## src/rtl/multi_ratio_clock_divider.sv

```systemverilog
// multi_ratio_clock_divider
// Runtime-selectable clock divider: one registered divided output whose ratio
// comes from div_a or div_b depending on switch. A new ratio or selection is
// only adopted at a period wrap, so the output never gets a truncated or
// stretched period.
// Optional build macro: SWITCH_SYNC_EN. When defined, switch passes through a
// SYNC_STAGES-deep synchroniser before it is used. When undefined, switch is
// sampled directly and must already be synchronous to clock.
module multi_ratio_clock_divider #(
  parameter int CNT_W       = 16,
  parameter int DIV_RESET   = 6,
  parameter int SYNC_STAGES = 2
) (
  input  logic             clock,
  input  logic             reset,
  input  logic             enable,
  input  logic             switch,
  input  logic [CNT_W-1:0] div_a,
  input  logic [CNT_W-1:0] div_b,
  output logic             choosen_clock,
  output logic [CNT_W-1:0] phase,
  output logic             tick,
  output logic             sel_active,
  output logic [CNT_W-1:0] div_active
);

  // A ratio below 2 cannot produce a low and a high half, so it is raised to 2.
  localparam logic [CNT_W-1:0] MIN_DIV           = CNT_W'(2);
  localparam logic [CNT_W-1:0] DIV_RESET_CLAMPED = (DIV_RESET < 2) ? MIN_DIV : CNT_W'(DIV_RESET);

  if (SYNC_STAGES < 2 || SYNC_STAGES > 4) begin : g_bad_sync_stages
    $error("multi_ratio_clock_divider: SYNC_STAGES must be in 2..4");
  end

  logic             switch_sampled;
  logic             wrap;
  logic [CNT_W-1:0] div_selected;
  logic [CNT_W-1:0] div_clamped;
  logic [CNT_W-1:0] phase_next;
  logic             clock_next;

`ifdef SWITCH_SYNC_EN
  logic [SYNC_STAGES-1:0] switch_sync;

  // Shift switch through the synchroniser chain; the last stage feeds the wrap latch.
  always_ff @(posedge clock or negedge reset) begin
    if (!reset) begin
      switch_sync <= '0;
    end else begin
      switch_sync <= {switch_sync[SYNC_STAGES-2:0], switch};
    end
  end

  assign switch_sampled = switch_sync[SYNC_STAGES-1];
`else
  assign switch_sampled = switch;
`endif

  // Work out the wrap condition, the ratio to adopt at wrap, and the next phase and output level.
  always_comb begin
    wrap         = enable && (phase == (div_active - CNT_W'(1)));
    div_selected = switch_sampled ? div_b : div_a;
    div_clamped  = (div_selected < MIN_DIV) ? MIN_DIV : div_selected;
    phase_next   = wrap ? '0 : (phase + CNT_W'(1));
    // High for the last floor(N/2) phases; phase 0 after a wrap is always low.
    clock_next   = (phase_next >= (div_active - (div_active >> 1)));
  end

  // Advance the phase counter on enabled cycles and latch the new ratio only at wrap.
  always_ff @(posedge clock or negedge reset) begin
    if (!reset) begin
      phase         <= '0;
      choosen_clock <= 1'b0;
      tick          <= 1'b0;
      sel_active    <= 1'b0;
      div_active    <= DIV_RESET_CLAMPED;
    end else if (enable) begin
      phase         <= phase_next;
      choosen_clock <= clock_next;
      tick          <= wrap;
      if (wrap) begin
        sel_active <= switch_sampled;
        div_active <= div_clamped;
      end
    end else begin
      tick <= 1'b0;
    end
  end

endmodule

```

## config.mk

```make
export PLATFORM = sky130hd
export DESIGN_NAME = multi_ratio_clock_divider
export DESIGN_NICKNAME = d
export VERILOG_FILES = /design/src/rtl/multi_ratio_clock_divider.sv
export SDC_FILE = /design/constraint.sdc
export NUM_CORES = 1
export LEC_CHECK = 0
export CORE_UTILIZATION = 32
export DETAILED_ROUTE_END_ITERATION = 8
export PLACE_DENSITY_LB_ADDON = 0.25
export SLEW_MARGIN = 20
export SYNTH_ARGS = -nofsm -noshare
export SYNTH_HDL_FRONTEND = slang
export SYNTH_SLANG_ARGS = --single-unit
export TNS_END_PERCENT = 20
```

## constraint.sdc

```tcl
create_clock -name clock -period 5.2 [get_ports clock]
set_input_delay 1.04 -clock clock [delete_from_list [all_inputs] [get_ports clock]]
set_output_delay 1.04 -clock clock [all_outputs]
set_load 0.01 [all_outputs]
```

==> run_results.csv <==
group,metric,value,unit
cts,cts_tree,"yes",
cells_and_area,multiInputGateArea,0.00279,mm²
floorplan,die_h,113,µm
timing,worst_pin_slew,0.822,ns
cts,hold_buffers,0,
cells_and_area,fill_cells,1197,
placement,dp_slack,0.963,ns
flow_run,drv_cap,0,
timing,skew,0.00447,ns
detailed_routing,drt_iter0_markers,158,
detailed_routing,routed_wl,10.6,mm
cells_and_area,final_layout_size_suffix_gt1_share,5.88,%
timing,hold_viol_final,0,
cells_and_area,n_antenna_cell,0,
synth,synth.distinct_cells,66,
synth,netlist_instances,445,
detailed_routing,wl_per_cell,16.2,µm
critical_path,arrival,4.14,ns
cts,cts_max_level,2,
detailed_routing,num_vias,3453,
global_routing,grt_pass1_vias,3463,
timing,relSlewSlack,45.2,%
floorplan,start_util,32.7,%
cts,clk_pin_slew,0.06,ns
synth,ys_async_sr_fraction,100,%
cts,cts-root-buf,"clkbuf_16",
synth,synth_top_area_share,21.1,%
critical_path,regToRegSetupSlack,1.22,ns
cts,ctsLongestPathBuffers,2,
synth,synth_area_leaders,"dfrtp_1, ha_1, mux2i_1, xnor2_1, inv_1",
synth,synth_nets,530,
critical_path,crit_fanout,17,
synth,yosysTopAreaCell,"dfrtp_1",
floorplan,coreArea,0.0120,mm²
status,failed_checks,"design-rule violations",
synth,synth_edf_count,0,
timing,rsz0062_at_grt,"no",
placement,gp_congestion,0.880,
floorplan,die_area,0.0127,mm²
status,outcome,"finished, violations left",
timing,drv_slew,0,
cts,numCtsBuffers,5,
placement,hpwl,8.70,mm
floorplan,num_io_pins,71,
synth,yosysSeqAreaShare,22.5,%
timing,finalCritPeriodShare,76.6,%
synth,yosys-top-cells-count,"ha_1, inv_1, mux2i_1",
min_path,min_path_type,"reg2reg",
synth,ys.flop_type,"dfrtp_1",
synth,ys_ff_latch,35,
global_routing,grt_max_degree,36,
global_routing,antenna_found_initial,0,
critical_path,worstSetupPathType,"reg2reg",
floorplan,rows,40,
global_routing,grt_use_total,17.6,%
detailed_routing,drc,2,
detailed_routing,via_per_inst,5.26,
timing,finalCriticalPeriod,3.98,ns
cts,cts.repair.resized,0,
timing,whs,0.491,ns
placement,port_buffers,70,
global_routing,gr-total-overflow,0,
cts,clock_latency,0.28,ns
floorplan,die_x,113,µm
cells_and_area,finalNetCount,595,
critical_path,crit_path_start_kind,"flip-flop",
cts,postCtsSetupBuffers,0,
timing,tns,0,ns
cts,cts_sinks,35,
critical_path,required,5.36,ns
timing,fmax,251,MHz
synth,syn_area,0.00391,mm²
timing,finalSetupViolations,0,
detailed_routing,ant_nets,0,
synth,synth.most_common_cell,"ha_1",
detailed_routing,drtPass1Iterations,6,
cells_and_area,area_growth,24.6,%
critical_path,end_kind,"flip-flop",
synth,yosys_warnings,0,
timing,fin_ws,1.22,ns
global_routing,grt_pass1_wl,17.4,mm
cells_and_area,register_area,878,µm²
synth,avgSynthCellArea,8.78,µm²
-- flip-flops by register name, indices dropped and copies added, names as in the netlist --
signal and cells:
choosen_clock 1, sel_active 1, phase 16, div_active 16, tick 1
-- area by class of cell --
type	count	area share, %
Clock inverter	1	0.103
Inverter	41	3.16
Multi-Input combinational cell	353	57.2
Tap cell	147	3.78
Timing Repair Buffer	74	14.9
Sequential cell	35	18.0
Clock buffer	6	2.85
-- critical path: stages, from the launching register on --
cell and delay [ns]:
dfrtp_1 0.44, inv_1 0.16, ha_1 0.27, nand4_2 0.20
or3_4 0.43, a2111oi_4 0.41, nand3_4 0.17, nor2_4 0.47
or2_2 0.21, ha_1 0.22, nand2b_1 0.14, a21o_1 0.17
a21o_1 0.16, a21o_1 0.17, a21oi_1 0.13, o21ai_0 0.10
-- metrics by stage --
| stage | std cells | instance area (µm²) | util, % |
|---|---|---|---|
| 2_1_floorplan | 445 | 3910 | - |
| 3_3_place_gp | 650 | 4730 | 39.5 |
| 3_5_place_dp | 650 | 4730 | 39.5 |
| 4_1_cts | 657 | 4870 | 40.7 |
| 5_1_grt | 657 | 4870 | 40.7 |
| 6_report | 657 | 4870 | 40.7 |
-- metal layers --
metal	global-route usage, %	part of all wire [%]	vias to the layer above
met5	0	0	-
met4	5.96	1.3	0
met3	2.43	4.6	11
met2	31.3	49	106
met1	21.7	45	1591
li1	-	-	1745
-- path summary, 6_finish.rpt --
check / startpoint / endpoint / cells after the start
min in group asynchronous: reset / tick / 1
worst max-delay path: div_active[3] / choosen_clock / 15
worst min register to register: sel_active / sel_active / 1
worst min-delay path: sel_active / sel_active / 1
max in group asynchronous: reset / div_active[6] / 1
worst max register to register: div_active[3] / choosen_clock / 15
-- placed cells by master (no fill, tap or decap), drive strengths merged, types with 19 or more instances in the layout --
cell type / n
a21oi: 20
nor2: 26
inv: 40
clkdlybuf4s50: 69
ha: 48
nand2: 19
xnor2: 28
dfrtp: 33
mux2i: 34
-- cell families (layout without fill, tap and decap cells) --
kind of cell / Yosys count / in the layout / share of synthesized area [%]
buffers and inverters: 57 / 122 / 6.27
adder cells (fa/ha/maj): 49 / 49 / 15.9
flip-flops: 35 / 35 / 22.5
XOR/XNOR: 44 / 44 / 9.86
multiplexers: 36 / 36 / 9.38
AO/OA/AOI/OAI: 102 / 102 / 18.5
AND/OR/NAND/NOR: 122 / 122 / 17.6
Power is not shown: default switching activity piles up to over one toggle a cycle in this logic, so the estimate is an artifact.
